==> src/rtl/microcode_sequencer.sv <==
// microcode_sequencer: T-state counter and opcode/flag decode into the bus computer control word
module microcode_sequencer #(
  parameter int STEPS  = 5,
  parameter int STEP_W = 3
) (
  input  logic              clk,
  input  logic              rst,
  input  logic [7:0]        insn,
  input  logic              carry_in,
  input  logic              zero_in,
  output logic              hlt,
  output logic              mi,
  output logic              ri,
  output logic              ro,
  output logic              io,
  output logic              ii,
  output logic              ai,
  output logic              ao,
  output logic              sumo,
  output logic              sub,
  output logic              bi,
  output logic              oi,
  output logic              ce,
  output logic              co,
  output logic              j,
  output logic              fi,
  output logic [STEP_W-1:0] step,
  output logic              flag_c,
  output logic              flag_z
);
  localparam logic [15:0] wHlt = 16'h8000, wMi = 16'h4000, wRi = 16'h2000, wRo = 16'h1000;
  localparam logic [15:0] wIo = 16'h0800, wIi = 16'h0400, wAi = 16'h0200, wAo = 16'h0100;
  localparam logic [15:0] wSumo = 16'h0080, wSub = 16'h0040, wBi = 16'h0020, wOi = 16'h0010;
  localparam logic [15:0] wCe = 16'h0008, wCo = 16'h0004, wJ = 16'h0002, wFi = 16'h0001;
  localparam logic [STEP_W-1:0] lastStep = STEP_W'(STEPS - 1);

  function automatic logic [15:0] decode(input logic [STEP_W-1:0] s, input logic [3:0] op,
                                         input logic fc, input logic fz);
    logic [15:0] w;
    w = '0;
    if (s == STEP_W'(0))
      w = wCo | wMi;
    else if (s == STEP_W'(1))
      w = wRo | wIi | wCe;
    else if (s == STEP_W'(2))
      case (op)
        4'h1, 4'h2, 4'h3, 4'h4: w = wIo | wMi;
        4'h5: w = wIo | wAi;
        4'h6: w = wIo | wJ;
        4'h7: w = fc ? (wIo | wJ) : '0;
        4'h8: w = fz ? (wIo | wJ) : '0;
        4'hE: w = wAo | wOi;
        4'hF: w = wHlt;
        default: w = '0;
      endcase
    else if (s == STEP_W'(3))
      case (op)
        4'h1: w = wRo | wAi;
        4'h2, 4'h3: w = wRo | wBi;
        4'h4: w = wAo | wRi;
        default: w = '0;
      endcase
    else if (s == STEP_W'(4))
      case (op)
        4'h2: w = wSumo | wAi | wFi;
        4'h3: w = wSumo | wAi | wSub | wFi;
        default: w = '0;
      endcase
    return w;
  endfunction

  logic [15:0] word, nextWord;
  logic        unused;

  assign unused = ^insn[3:0];
  assign word = decode(step, insn[7:4], flag_c, flag_z);
  assign nextWord = decode(step + 1'b1, insn[7:4], flag_c, flag_z);
  assign {hlt, mi, ri, ro, io, ii, ai, ao, sumo, sub, bi, oi, ce, co, j, fi} = word;

  always_ff @(posedge clk) begin
    if (!rst) begin
      step   <= '0;
      flag_c <= 1'b0;
      flag_z <= 1'b0;
    end else begin
      if (fi) begin
        flag_c <= carry_in;
        flag_z <= zero_in;
      end
      if (!hlt) step <= (step == lastStep || nextWord == '0) ? '0 : step + 1'b1;
    end
  end

  always_ff @(posedge clk)
    if (rst) assert ($countones({co, ro, io, ao, sumo}) <= 1);
endmodule
==> config.mk <==
export PLATFORM = sky130hd
export DESIGN_NAME = microcode_sequencer
export DESIGN_NICKNAME = d
export VERILOG_FILES = /design/src/rtl/microcode_sequencer.sv
export SDC_FILE = /design/constraint.sdc
export NUM_CORES = 1
export LEC_CHECK = 0
export CAP_MARGIN = 15
export CORE_UTILIZATION = 40
export CTS_CLUSTER_DIAMETER = 40
export DETAILED_ROUTE_END_ITERATION = 6
export MAX_ROUTING_LAYER = met4
export PLACE_DENSITY_LB_ADDON = 0.1
export SLEW_MARGIN = 10
export SYNTH_ARGS = -nofsm -noshare
export SYNTH_HDL_FRONTEND = slang
export SYNTH_SLANG_ARGS = --single-unit
==> constraint.sdc <==
create_clock -name clk -period 2.4 [get_ports clk]
set_clock_uncertainty 0.15 [all_clocks]
set_input_delay 0.36 -clock clk [delete_from_list [all_inputs] [get_ports clk]]
set_output_delay 0.36 -clock clk [all_outputs]
set_load 0.01 [all_outputs]
Word level (Yosys, flattened, before mapping)
Index checks and enable logic that the tools add are counted.

Reduce and logical (&&, ||, !) cells: 6. $lt $le $gt $ge: 0. Multiply operators: 0. Bitwise gates (word level): 0. Equality and inequality tests: 18. Shift operators: 0. Divide/modulo/power cells: 0. Add/sub/neg operators: 1. Multiplexer cells: 16.

Operators by type and width (count): 16-bit two-way mux (8); 16-bit one-hot mux with 7 select lines (1); 14-bit one-hot mux with 3 select lines (1); 12-bit two-way mux (2); 10-bit one-hot mux with 2 select lines (1); 4-bit by 3-bit equality test with 1-bit output (second input constant) (4); 16-bit logical NOT (1); 14-bit two-way mux (1); 3-bit by 2-bit equality test with 1-bit output (second input constant) (4); 4-bit equality test (second input constant) (3); 10-bit two-way mux (1); 4-bit by 2-bit equality test with 1-bit output (second input constant) (2); 3-bit by 1-bit equality test with 1-bit output (second input constant) (2); 3-bit equality test (second input constant) (2); 3-bit logical NOT (2); 4-bit by 1-bit equality test with 1-bit output (second input constant) (1); 4-bit OR reduction (1); 3-bit by 1-bit adder with 3-bit output (second input constant) (1); 3-bit two-way mux (1); 2-bit OR reduction (1); 1-bit logical OR (1).

Memory bits (read-only): 0. Input port bits: 12. Bits in writable memories: 0. Output and inout bits: 21. Logic and storage cells: 44. Bits in latches: 0. Memories kept: 0. Register bits after elaboration: 5.

Longest topological paths before layout
Depth after elaboration: 10. Mapped depth: 7. Depth with buffers taken out: 7.

Worst setup path after synthesis
Ideal clock, no wire load.

Path type: register to output. From: reg step[0]. To: out ao. Slack: 4 ps. Arrival time: 1886 ps. Stages on the path, launching flop included: 6. Cells stage by stage: dfxtp_1 inv_1 ha_1 or4b_4 nor3_1 or2_2.

Word-level cells in the longest chain between the ends: 6. Elaborated cells on any way between the ends: 10. Those cells by class: 4 x eq/ne; 5 x mux; 1 x reduce/logical.

RTL lines: start: declaration (line 27) `output logic [STEP_W-1:0] step,`; start signal: assignment (line 90) `if (!hlt) step <= (step == lastStep || nextWord == '0) ? '0 : step + 1'b1;`; 3-bit equality test (line 63) `else if (s == STEP_W'(4))`; 10-bit two-way mux (line 63); 14-bit two-way mux (line 56) `else if (s == STEP_W'(3))`; 16-bit two-way mux (line 45) `else if (s == STEP_W'(2))`; 16-bit two-way mux (line 43) `else if (s == STEP_W'(1))`; 16-bit two-way mux * (line 41) `if (s == STEP_W'(0))`; end: declaration (line 18) `output logic ao,`.

Mark *: on every way between the ends. The rest lies on a longest branch, timed or not.

Final worst setup path
From: reg step[1]. To: out ao.

The elaborated chain is that of the path after synthesis.

==> summary.txt <==
Outcome
  – Status: complete, but fails checks
  – Failing checks: setup timing

Min path
  – Hold path cells: 2
  – WHS Endpoint: flag_z
  – Hold Crit Class: flip-flop to flip-flop
  – Worst hold path startpoint: flag_z

STA
  – RSZ-0062 raised after global routing: true
  – Max Slew Vio Count: 0
  – # setup viols final: 2
  – Fmax: approximately 0.41 GHz
  – Final worst slack: -0.0114 ns
  – Period utilization: 1.00
  – Pin slew with the least headroom to its limit: approximately 0.46 ns
  – Post-layout min period: 2.41 ns
  – Relative slew margins: 0.689
  – Final hold viol count: 0

Floorplan
  – Die ar.: 1940 um^2
  – Row cnt: 14
  – Core Area: approximately 1600 um^2
  – Ports: 33
  – Horiz. Die Dim: 44.1 um
  – Starting Density: 0.449
  – Die Height: 44.1 um

Cells and area
  – FILL cells: 76
  – Flip-flop and latch area: roughly 110 um^2
  – Post-layout util: 0.865
  – Layout cell share with drive strength beyond 1: 0.465
  – Non-Filler Instances: approximately 170
  – Area growth syn-to-layout: 92.6%
  – Antenna Cells: 0
  – Fin nets: between 150 and 200
  – Final Cell Area: between 1000 and 1500 um^2
  – Multi-input combinational cell area: around 660 um^2

CTS
  – Longest Clk Path Bufs: 2
  – H-tree levels: 1
  – Sink Count: 5
  – CTS tree: built
  – CTS buffer count: 3
  – Clock slew at reported path FFs: 0.05 ns
  – Clock Tree Root: clkbuf_4
  – Skew-Pair Late Insertion Delay: 0.25 ns

Detailed routing
  – DRT iter0 DRCs: 38
  – Final ANT Viol Nets: 0
  – Total number of vias: slightly above 1000
  – Pre-antenna DRT Iters: 4
  – WL final: slightly above 3 mm
  – Vias per cell: 5.88
  – DRC Markers: 0
  – Routed WL per cell: 18.0 um

Synth
  – Post-synthesis instance total: 95
  – Synth top area cells: dfxtp_1, ha_1, nor2_1
  – Yosys top cell by area: dfxtp_1
  – Syn_nets: 113
  – Post-synth cell types: 44
  – Most common cell in the synthesized netlist: nor2_1
  – Ys Warns: 0
  – Fraction of registers with async set/reset: 0
  – Post-synth top area share: 0.141
  – Top_reg_cell synth: dfxtp_1
  – Synthesized flop and latch total: 5
  – Cell area after synthesis: 708 um^2
  – Sequential fraction of the synthesis area: 0.141
  – Syn avg cell area: 7.45 um^2
  – Most frequent cells after synthesis: nor2_1, inv_1, nand2_1, ha_1, nor3_1
  – Post-synth EDFFs: 0

Power
  – Clock Power Share: 0.099
  – Psw: ~0.43 mW
  – Pleak: between 0.6 and 0.7 nW
  – Max VDD drop: 857 uV
  – Internal power: 0.586 mW
  – Comb power frac: 0.760
  – Switching part of the total: 0.424
  – Power per cell area: 747 nW/um^2
  – Seq pwr share: 0.141
  – Total power draw: 1.02 mW

GRT
  – First-pass GRT wire length: 4.53 mm
  – Vias in the first global route: 962
  – Initial antenna violation count: 0
  – GRT Total Usage: 0.329
  – GRT overflow: 0
  – Pin count of the biggest net entering global routing: 14

Placement
  – Placed Area: 1200 um^2
  – GP Congestion: approximately 0.84
  – Post-DP HPWL: 1.65 mm
  – Buffers on Ports: 28
  – Placed cells: between 150 and 200

Setup path
  – R2R depth: 8
  – CP required: ~1.9 ns
  – Endpoint class of the critical path: output port
  – Crit Path Max Fanout: 5
  – Crit path DAT: 1.90 ns
  – Worst reg2reg path startpoint: step[0]
  – Worst setup path class: flip-flop to output port
  – R2R setup slack: 0.07 ns
  – Reg2reg end: step[1]
  – Startpoint Class: flip-flop

Flow run
  – Max-Cap Viols: 0
cells in the final DEF (no fill, tap or decap), drive strengths merged, types with 5 or more instances in the layout:
master,n
buf,40
clkbuf,9
clkdlybuf4s50,10
dfxtp,5
dlygate4sd2,8
ha,6
inv,8
nand2,7
nor2,11
nor3,6
critical path: stages, from the launching register on:
cell and delay, ns:
dfxtp_4 0.36, buf_4 0.14, ha_4 0.17, nor3_1 0.22, o21ai_1 0.16, nor4b_2 0.33, or2_4 0.16, buf_2 0.11
metal layers:
metal / routed length, um / track usage / up-vias
met4: 163 / 0.188 / 0
li1: - / - / 472
met1: 1220 / 0.378 / 471
met3: 172 / 0.0367 / 18
met5: 0 / - / -
met2: 1560 / 0.550 / 56
worst max path at each step:
| stage | startpoint | to | slack, ns | cells past startpoint |
|---|---|---|---|---|
| floorplan | step[0] | ao | 0.004 | 5 |
| global placement | insn[6] | sub | -0.37 | 5 |
| detailed placement | insn[6] | sub | -0.43 | 5 |
| CTS | step[0] | ao | -0.05 | 6 |
| global route | step[0] | ao | -0.08 | 7 |
| finish | step[1] | ao | -0.01 | 7 |
state kept, by name, indices dropped and copies added, names as in the netlist:
register and count:
flag_c 1, step 3, flag_z 1
area by class of cell:
cell class | instances | share of cell area
multi-input cells | 75 | 0.483
inverters | 9 | 0.0321
clock buffers | 4 | 0.0193
well taps | 16 | 0.0147
repair buffers | 64 | 0.372
flip-flops and latches | 5 | 0.0789
cells by family (layout without fill, tap and decap cells):
logic type      count (synthesis)  in the layout  synth area share
buf+inv                        15             77            0.0972
mux                             3              3            0.0442
compound gates                 19             19             0.205
fa+ha+maj                       6              6             0.106
simple gates                   47             47             0.406
flops                           5              5             0.141
power groups by stage:
stage	registers [mW]	logic [mW]	clock network, mW
2_1_floorplan	0.127	0.296	0
3_3_place_gp	0.116	0.625	0
3_5_place_dp	0.118	0.629	0
4_1_cts	0.131	0.706	0.103
5_1_grt	0.147	0.816	0.108
6_report	0.144	0.774	0.101
timing repair:
item / 4_1_cts / 5_1_grt
setup buffers: 4 / 2
resized for setup: 50 / 22
endpoints found under the setup margin: 14 / 10
hold buffers: 0 / 0
pin swaps: 4 / 5
stage by stage:
step                      hold WS (ns)  setup slack (ns)  setup TNS [ns]
after floorplan                  0.338           0.00368               0
after global placement           0.381            -0.371           -3.30
after detailed placement         0.407            -0.435           -3.71
after CTS                        0.419           -0.0456         -0.0456
after global routing             0.438           -0.0825          -0.152
final                            0.423           -0.0114         -0.0164
(Power assumes the default switching activity.)
